<file path="config.mk">
export PLATFORM = sky130hd
export DESIGN_NAME = mem_stage
export DESIGN_NICKNAME = d
export VERILOG_FILES = /design/src/rtl/mem_defs_pkg.sv /design/src/rtl/mem_lsu_align.sv /design/src/rtl/mem_stage.sv
export SDC_FILE = /design/constraint.sdc
export NUM_CORES = 1
export LEC_CHECK = 0
export CORE_MARGIN = 3
export CORE_UTILIZATION = 34
export DETAILED_ROUTE_END_ITERATION = 7
export PLACE_DENSITY_LB_ADDON = 0.3
export SKIP_LAST_GASP = 1
export SLEW_MARGIN = 20
export SYNTH_ARGS = -nofsm -noshare
export SYNTH_HDL_FRONTEND = slang
export SYNTH_SLANG_ARGS = --single-unit
</file>
<file path="constraint.sdc">
create_clock -name clk -period 3.53 [get_ports clk]
set_clock_uncertainty 0.1 [all_clocks]
set_input_delay 0.8825 -clock clk [delete_from_list [all_inputs] [get_ports clk]]
set_output_delay 0.8825 -clock clk [all_outputs]
set_load 0.01 [all_outputs]
</file>
<file path="src/rtl/mem_defs_pkg.sv">
// Shared encodings for the memory-access stage: access sizes and FSM states.
package mem_defs_pkg;

  localparam logic [1:0] MEM_SIZE_B = 2'b00;
  localparam logic [1:0] MEM_SIZE_H = 2'b01;
  localparam logic [1:0] MEM_SIZE_W = 2'b10;

  typedef enum logic [1:0] {
    IDLE        = 2'd0,
    WAIT_GNT    = 2'd1,
    WAIT_RVALID = 2'd2
  } mem_state_e;

  // A halfword needs an even address; a word (or the unused size 11) needs a
  // 4-byte aligned address. Bytes are always aligned.
  function automatic logic is_misaligned(input logic [1:0] size, input logic [1:0] off);
    logic mis;
    case (size)
      MEM_SIZE_B: mis = 1'b0;
      MEM_SIZE_H: mis = off[0];
      default:    mis = (off != 2'b00);
    endcase
    return mis;
  endfunction

endpackage

</file>
<file path="src/rtl/mem_lsu_align.sv">
// Lane steering for the data bus: store byte-enables and replicated write
// data, and load byte/half/word extraction with sign or zero extension.
module mem_lsu_align
  import mem_defs_pkg::*;
(
  input  logic [1:0]  st_size_i,
  input  logic [1:0]  st_off_i,
  input  logic [31:0] st_data_i,
  output logic [3:0]  st_be_o,
  output logic [31:0] st_wdata_o,
  input  logic [1:0]  ld_size_i,
  input  logic [1:0]  ld_off_i,
  input  logic        ld_unsigned_i,
  input  logic [31:0] ld_rdata_i,
  output logic [31:0] ld_data_o
);

  logic [7:0]  ld_byte;
  logic [15:0] ld_half;

  // Store side: enable the addressed lanes and replicate data into every lane.
  always_comb begin
    st_be_o    = 4'b1111;
    st_wdata_o = st_data_i;
    case (st_size_i)
      MEM_SIZE_B: begin
        st_be_o    = 4'b0001 << st_off_i;
        st_wdata_o = {4{st_data_i[7:0]}};
      end
      MEM_SIZE_H: begin
        st_be_o    = 4'b0011 << {st_off_i[1], 1'b0};
        st_wdata_o = {2{st_data_i[15:0]}};
      end
      default: begin
        st_be_o    = 4'b1111;
        st_wdata_o = st_data_i;
      end
    endcase
  end

  // Load side: pick the addressed lane, then extend to 32 bits.
  always_comb begin
    ld_byte   = ld_rdata_i[{ld_off_i, 3'b000} +: 8];
    ld_half   = ld_rdata_i[{ld_off_i[1], 4'b0000} +: 16];
    ld_data_o = ld_rdata_i;
    case (ld_size_i)
      MEM_SIZE_B: ld_data_o = ld_unsigned_i ? {24'b0, ld_byte}
                                            : {{24{ld_byte[7]}}, ld_byte};
      MEM_SIZE_H: ld_data_o = ld_unsigned_i ? {16'b0, ld_half}
                                            : {{16{ld_half[15]}}, ld_half};
      default:    ld_data_o = ld_rdata_i;
    endcase
  end

endmodule

</file>
<file path="src/rtl/mem_stage.sv">
// Memory-access stage: drives the req/gnt/rvalid data bus for loads and
// stores, stalls upstream while an access is outstanding, and passes
// non-memory instructions straight through in the same cycle.
module mem_stage
  import mem_defs_pkg::*;
#(
  parameter int unsigned TIMEOUT_CYCLES = 16
) (
  input  logic        clk,
  input  logic        rst,
  input  logic        ex_mem_reg_valid_i,
  input  logic [31:0] ex_mem_reg_op_c_i,
  input  logic [31:0] ex_mem_reg_op_b_i,
  input  logic [4:0]  ex_mem_reg_reg_waddr_i,
  input  logic        ex_mem_reg_reg_we_i,
  input  logic        ex_mem_reg_mem_re_i,
  input  logic        ex_mem_reg_mem_we_i,
  input  logic [1:0]  ex_mem_reg_mem_size_i,
  input  logic        ex_mem_reg_mem_unsigned_i,
  output logic        dmem_req_o,
  output logic        dmem_we_o,
  output logic [31:0] dmem_addr_o,
  output logic [3:0]  dmem_be_o,
  output logic [31:0] dmem_wdata_o,
  input  logic        dmem_gnt_i,
  input  logic        dmem_rvalid_i,
  input  logic [31:0] dmem_rdata_i,
  output logic        mem_valid_o,
  output logic [31:0] mem_op_c_o,
  output logic [4:0]  mem_reg_waddr_o,
  output logic        mem_reg_we_o,
  output logic        mem_stall_o,
  output logic        mem_misalign_o,
  output logic        mem_bus_err_o
);

  localparam int CNT_W = (TIMEOUT_CYCLES > 2) ? $clog2(TIMEOUT_CYCLES) : 1;
  localparam logic [CNT_W-1:0] CNT_LAST = CNT_W'(TIMEOUT_CYCLES - 1);

  mem_state_e       state_q;
  logic [CNT_W-1:0] cnt_q;
  logic [1:0]       size_q;
  logic             uns_q;
  logic [1:0]       off_q;

  logic        is_mem, misal, mem_go, passthru, timeout, complete;
  logic [3:0]  st_be;
  logic [31:0] st_wdata, ld_data;

  assign is_mem   = ex_mem_reg_valid_i & (ex_mem_reg_mem_re_i | ex_mem_reg_mem_we_i);
  assign misal    = is_mem & is_misaligned(ex_mem_reg_mem_size_i, ex_mem_reg_op_c_i[1:0]);
  assign mem_go   = is_mem & ~misal;
  assign passthru = ex_mem_reg_valid_i & ~(ex_mem_reg_mem_re_i | ex_mem_reg_mem_we_i);
  assign timeout  = (state_q == WAIT_RVALID) & ~dmem_rvalid_i & (cnt_q == CNT_LAST);
  assign complete = (state_q == WAIT_RVALID) & (dmem_rvalid_i | timeout);

  mem_lsu_align u_align (
    .st_size_i     (ex_mem_reg_mem_size_i),
    .st_off_i      (ex_mem_reg_op_c_i[1:0]),
    .st_data_i     (ex_mem_reg_op_b_i),
    .st_be_o       (st_be),
    .st_wdata_o    (st_wdata),
    .ld_size_i     (size_q),
    .ld_off_i      (off_q),
    .ld_unsigned_i (uns_q),
    .ld_rdata_i    (dmem_rdata_i),
    .ld_data_o     (ld_data)
  );

  // Access FSM, response timeout counter and the load-format latches.
  always_ff @(posedge clk) begin
    if (rst) begin
      state_q <= IDLE;
      cnt_q   <= '0;
      size_q  <= '0;
      uns_q   <= 1'b0;
      off_q   <= '0;
    end else begin
      case (state_q)
        IDLE: begin
          if (mem_go) begin
            size_q  <= ex_mem_reg_mem_size_i;
            uns_q   <= ex_mem_reg_mem_unsigned_i;
            off_q   <= ex_mem_reg_op_c_i[1:0];
            cnt_q   <= '0;
            state_q <= dmem_gnt_i ? WAIT_RVALID : WAIT_GNT;
          end
        end
        WAIT_GNT: begin
          if (dmem_gnt_i) begin
            cnt_q   <= '0;
            state_q <= WAIT_RVALID;
          end
        end
        WAIT_RVALID: begin
          if (complete) begin
            cnt_q   <= '0;
            state_q <= IDLE;
          end else begin
            cnt_q <= cnt_q + 1'b1;
          end
        end
        default: state_q <= IDLE;
      endcase
    end
  end

  // Bus and writeback outputs; everything is forced low while in reset.
  always_comb begin
    dmem_req_o      = 1'b0;
    dmem_we_o       = 1'b0;
    dmem_addr_o     = '0;
    dmem_be_o       = '0;
    dmem_wdata_o    = '0;
    mem_valid_o     = 1'b0;
    mem_op_c_o      = '0;
    mem_reg_waddr_o = '0;
    mem_reg_we_o    = 1'b0;
    mem_stall_o     = 1'b0;
    mem_misalign_o  = 1'b0;
    mem_bus_err_o   = 1'b0;
    if (!rst) begin
      dmem_req_o = ((state_q == IDLE) & mem_go) | (state_q == WAIT_GNT);
      if (dmem_req_o) begin
        dmem_we_o    = ex_mem_reg_mem_we_i;
        dmem_addr_o  = {ex_mem_reg_op_c_i[31:2], 2'b00};
        dmem_be_o    = st_be;
        dmem_wdata_o = ex_mem_reg_mem_we_i ? st_wdata : 32'h0;
      end
      mem_stall_o    = mem_go & ~complete;
      mem_misalign_o = misal;
      mem_bus_err_o  = timeout;
      mem_valid_o    = passthru | misal | complete;
      if (mem_valid_o) begin
        mem_reg_waddr_o = ex_mem_reg_reg_waddr_i;
        mem_op_c_o      = ex_mem_reg_op_c_i;
      end
      if (complete & dmem_rvalid_i & ex_mem_reg_mem_re_i)
        mem_op_c_o = ld_data;
      if (passthru | (complete & dmem_rvalid_i))
        mem_reg_we_o = ex_mem_reg_reg_we_i;
    end
  end

endmodule

</file>
Word-level counts from Yosys, hierarchy flattened:

Cells that the tools add are included.

* reductions and logical operators: 8
* equal/unequal tests: 8
* add/sub/neg operators: 1
* bitwise logic cells: 21
* shift-type cells: 4
* muxes and demuxes: 36

Operators by type and width (number)
* 32-bit two-way mux: 10
* 32-bit one-hot mux with 2 select lines: 2
* 32-bit by 6-bit variable part select with 16-bit output: 1
* 32-bit by 6-bit variable part select with 8-bit output: 1
* 4-bit two-way mux: 5
* 4-bit one-hot mux with 3 select lines: 1
* 1-bit AND: 11
* 5-bit two-way mux: 2
* 1-bit two-way mux: 9
* 2-bit two-way mux: 4
* 4-bit one-hot mux with 2 select lines: 1
* 2-bit by 1-bit == test with 1-bit output (second input constant): 3
* 2-bit logical NOT: 3
* 2-bit != test (second input constant): 3
* 1-bit OR: 6
* 2-bit one-hot mux with 3 select lines: 1
* 3-bit AND reduction: 2
* 4-bit by 1-bit adder with 4-bit output (second input constant): 1
* 4-bit == test (second input constant): 1
* 1-bit inverter: 4
* 1-bit by 2-bit left shift with 4-bit output (first input constant): 1
* 2-bit by 2-bit left shift with 4-bit output (first input constant): 1
* 3-bit nonzero test: 1
* 2-bit == test (second input constant): 1
* 3 further kinds: 3

* bits in registers: 11
* output and inout bits: 112
* bits of input ports: 112
* logic and storage cells: 83

Depth between registers and ports, before layout:

* word-level depth: 9
* gate-level depth with buffers: 8
* depth with buffers taken out: 5

Modules after synthesis:

A second synthesis with hierarchy kept.

* cell total of the unflattened synthesis: 426
* area, all modules: 2980.4 um^2

By module, submodules not included
* mem_stage: instances 1, cells an instance 270, area an instance 1806.7 um^2, seq. area each 220.2 um^2
* mem_lsu_align: instances 1, cells an instance 156, area an instance 1173.6 um^2, seq. area each 0.0 um^2

Least setup slack after synthesis:

Ideal clock, no wire load.

* path kind: in2out
* from: input ex_mem_reg_op_c_i[1]
* to: output mem_op_c_o[21]
* arrival: 2270 ps
* data required time: 2548 ps
* setup slack: 277 ps
* buffers on the path: 2
* stages: 6
* path through: clkbuf_2 a21oi_1 nor3_2 buf_2 o211ai_1 a211oi_1

* word-level cells in the longest chain between the ends: 8

Ends and longest elaborated chain
* from (decl): RTL line mem_stage.sv:12 `input logic [31:0] ex_mem_reg_op_c_i,`
* 2-bit nonzero test: RTL line mem_defs_pkg.sv:21 `default: mis = (off != 2'b00);`
* 1-bit one-hot mux with 2 select lines: RTL line mem_defs_pkg.sv:18 `case (size)`
* 1-bit AND: RTL line mem_stage.sv:51 `assign misal = is_mem & is_misaligned(ex_mem_reg_mem_size_i, ex_mem_reg_op_c_i[1:0]);`
* 1-bit OR (2 in a row): RTL line mem_stage.sv:133 `mem_valid_o = passthru | misal | complete;`
* 32-bit two-way mux: RTL line mem_stage.sv:134 `if (mem_valid_o) begin`
* 32-bit two-way mux: RTL line mem_stage.sv:138 `if (complete & dmem_rvalid_i & ex_mem_reg_mem_re_i)`
* 32-bit two-way mux: RTL line mem_stage.sv:122 `if (!rst) begin`
* to (decl): RTL line mem_stage.sv:29 `output logic [31:0] mem_op_c_o,`

No other way between the ends.

Worst setup path in the final report:

* from: input ex_mem_reg_mem_size_i[0]
* to: output dmem_addr_o[8]

* word-level cells in the longest chain between the ends: 9
* elaborated cells between the ends (all ways): 10
* classes of those cells: 1 x eq/ne; 3 x mux; 5 x bitwise; 1 x reduce/logical

Ends and longest elaborated chain
* from (decl): RTL line mem_stage.sv:18 `input logic [1:0] ex_mem_reg_mem_size_i,`
* 2-bit by 1-bit == test with 1-bit output or 2-bit logical NOT (tied branches): RTL line mem_defs_pkg.sv:18
* 1-bit one-hot mux with 2 select lines *: RTL line mem_defs_pkg.sv:18
* 1-bit AND *: RTL line mem_stage.sv:51
* 1-bit inverter *: RTL line mem_stage.sv:52 `assign mem_go = is_mem & ~misal;`
* 1-bit AND *: RTL line mem_stage.sv:52
* 1-bit AND *: RTL line mem_stage.sv:123 `dmem_req_o = ((state_q == IDLE) & mem_go) | (state_q == WAIT_GNT);`
* 1-bit OR *: RTL line mem_stage.sv:123
* 32-bit two-way mux *: RTL line mem_stage.sv:124 `if (dmem_req_o) begin`
* 32-bit two-way mux *: RTL line mem_stage.sv:122
* to (decl): RTL line mem_stage.sv:22 `output logic [31:0] dmem_addr_o,`

Every way passes the cells marked *; elsewhere a longest branch is shown, timed or not.

==> key figures <==
Outcome
  – Outcome: complete, but fails checks
  – Failing checks: negative setup slack

Pwr
  – Seq pwr share: 16.1%
  – Internal power: approximately 520 uW
  – Comb power frac: approximately two thirds
  – Sw Share: roughly two fifths
  – Sw power: 321 uW
  – Clock power share: between 15 and 20%
  – P per Cell Area: 152 mW/mm^2
  – VDD IR-drop max: 0.000143 V
  – Leak Pwr: 0.00281 uW

Clock network
  – Clk Latency, worst-skew pair: 240 ps
  – CTS tree: yes
  – Reg clk slew, reported paths: around 50 ps
  – Htree depth: 1
  – CTS root buffer: clkbuf_8
  – TritonCTS Buffers: 3
  – Clk buf depth: 2
  – Clock Sinks: 11
  – # hold bufs at CTS: 0

Logic synthesis
  – Top_reg_cell synth: dfxtp_1
  – Most common library cells after synthesis: nor2_1 (62), and3_1 (33), a21oi_1 (30), clkbuf_1 (28), mux2i_1 (22)
  – Syn Area/Cell: between 6 and 7 um^2
  – Share of the synthesized area in the top cell type: under 10%
  – Yosys cell types: 46
  – Synth Register Bits: 11
  – Most frequent cell after synthesis: nor2_1
  – Mapped cell area: about 0.0027 mm^2
  – Seq/Total Area, Yosys: under 10%
  – Yosys warnings: 0
  – EDFF count, synth: 0
  – Synth top area cells: nor2_1 (8.6%), dfxtp_1 (8.2%), mux2i_1 (8.2%)
  – Post-synth ARST share: 0%
  – Area leader, netlist: nor2_1
  – Syn Inst Count: 401

Placed design
  – RePlAce Congestion: between 0.9 and 1
  – Detailed Place HPWL: between 10000 and 15000 um
  – I/O Buffers: between 200 and 250
  – Dpl cell area: between 0.005 and 0.006 mm^2

Drt
  – Detail Route Antenna Nets: 0
  – DRT iter0 DRCs: around 280
  – Vias: 4423
  – Wire length per cell: 19.3 um
  – Vias per cell: between 5 and 6
  – WL final: 14900 um
  – DRC: 0
  – Total iterations of the first detailed-routing run: 5

Layout
  – Share of cells above drive strength 1: 27.4%
  – Final net count: between 700 and 800
  – Layout Cell Area excl Fill: 0.00553 mm^2
  – Layout fillers: approximately 600
  – Final Util: between 70% and 80%
  – Layout area overhead: 105%

STA
  – Final Hold Viols: 0
  – Final setup fails: 2
  – Worst setup margin: -52.2 ps
  – Slew Limit Fails: 0
  – Final worst path period share: 101%
  – Fmax: 0.279 GHz
  – Fin crit period: roughly 3600 ps
  – RSZ-0062 raised after global routing: true

Setup path
  – Crit path buffers/inverters: 4
  – Worst Setup End Kind: output port
  – Setup slack, reg-to-reg: 1950 ps
  – Startpoint class of the critical path: primary input
  – CP cell instances: clkdlybuf4s15_1 -> o21a_1 -> o31ai_4 -> buf_6 -> buf_16 -> and3_1 -> clkdlybuf4s50_1
  – Worst EP required: roughly 2600 ps
  – Crit-path max cell delay: around 530 ps
  – CP top delay family: buffers and inverters
  – Slowest-stage cell, CP: clkdlybuf4s50_1
  – WP data arrival: 2600 ps
  – Crit Path Max Fanout: 15
  – CP Class: primary input to output port

Floorplan
  – Placeable Area: 0.00749 mm^2
  – Die H: around 95 um
  – FP Rows: 31
  – Starting Density: 36.1%
  – Die width: approximately 95 um
  – Die area: 0.00904 mm^2
  – Ports: 224

Flow run
  – Max Cap Violations: 0

GRT
  – Vias in the first global route: ~4.4k
  – Initial antenna violation count: 1
  – All-Layer GR Usage: between 30% and 40%
  – First-pass GRT wire length: about 23000 um
  – GR Overflow Total: 0
  – Largest net degree at the start of global routing: 38

Min path
  – Min-Delay Path Class: flop to flop
worst paths after layout:
path | cells past startpoint | to | startpoint
worst max-delay path | 7 | dmem_addr_o[8] | ex_mem_reg_mem_size_i[0]
worst min-delay path | 1 | cnt_q[3] | cnt_q[3]
worst max register to register | 4 | cnt_q[0] | cnt_q[0]
worst min register to register | 1 | cnt_q[3] | cnt_q[3]
layout make-up:
class                      count  area, um^2  share of cell area [%]
antenna                        3        7.51                   0.136
multi-input combinational    333        2350                    42.5
timing repair inverter         1        7.51                   0.136
sequential                    11         220                    3.98
tap                           99         124                    2.24
clock buffer                   4        45.0                   0.814
timing repair buffer         309        2720                    49.2
inverter                      14        55.1                   0.995
placed cells by master, fill, tap and decap left out, drive strengths merged, types with 5 or more instances in the layout:
cell           count
buf              110
clkdlybuf4s50    104
nor2              62
dlygate4sd2       42
clkbuf            35
and3              33
a21oi             30
mux2i             22
o21ai             22
nand2b            18
o211ai            17
a211oi            16
inv               14
nand2             13
dlymetal6s2s      12
dfxtp             11
nor3              11
clkdlybuf4s15     10
and2               9
mux4               8
a32o               8
o2bb2ai            8
a221o              8
o22ai              7
o21a               5
nor2b              5
metal layers:
metal	global-route usage, %	wire, um
met1	34.8	5360
met2	57.3	7480
met3	7.58	1460
met4	13.1	628
met5	0	0
power by group through the flow:
stage	clock network, uW	registers, uW	logic (uW)
after floorplan	0	133	227
after global placement	0	137	529
after detailed placement	0	138	539
after CTS	129	136	568
after global routing	137	137	615
final	129	136	578
per-stage QoR:
stage / setup TNS (ps) / setup WS (ps) / instances / hold slack (ps) / power [uW]
2_1_floorplan: 0 / 277 / 402 / 366 / 360
3_3_place_gp: -39900 / -548 / 737 / 385 / 666
3_5_place_dp: -45370 / -616 / 737 / 401 / 677
4_1_cts: -939 / -103 / 769 / 413 / 833
5_1_grt: -355 / -94.1 / 772 / 453 / 889
6_report: -66.4 / -52.2 / 774 / 426 / 843
registers in the layout, summed over array words and instances (netlist names):
name,flops
cnt_q,4
off_q,2
size_q,2
state_q,2
uns_q,1
repair_timing:
item                       CTS  global route
cloned                       4             0
buffers inserted            24             2
resized for setup          220            92
setup endpoints to repair  109            73
pin swaps                   10             9
logic make-up after synthesis:
logic type / Yosys count / synth area share [%]
compound gates: 132 / 34.7
fa+ha+maj: 1 / 0.464
buf+inv: 59 / 9.78
flops: 11 / 8.16
mux: 32 / 15.7
other cells: 1 / 0.139
simple gates: 165 / 31.1
No activity file was read; power rests on OpenSTA's default activity.
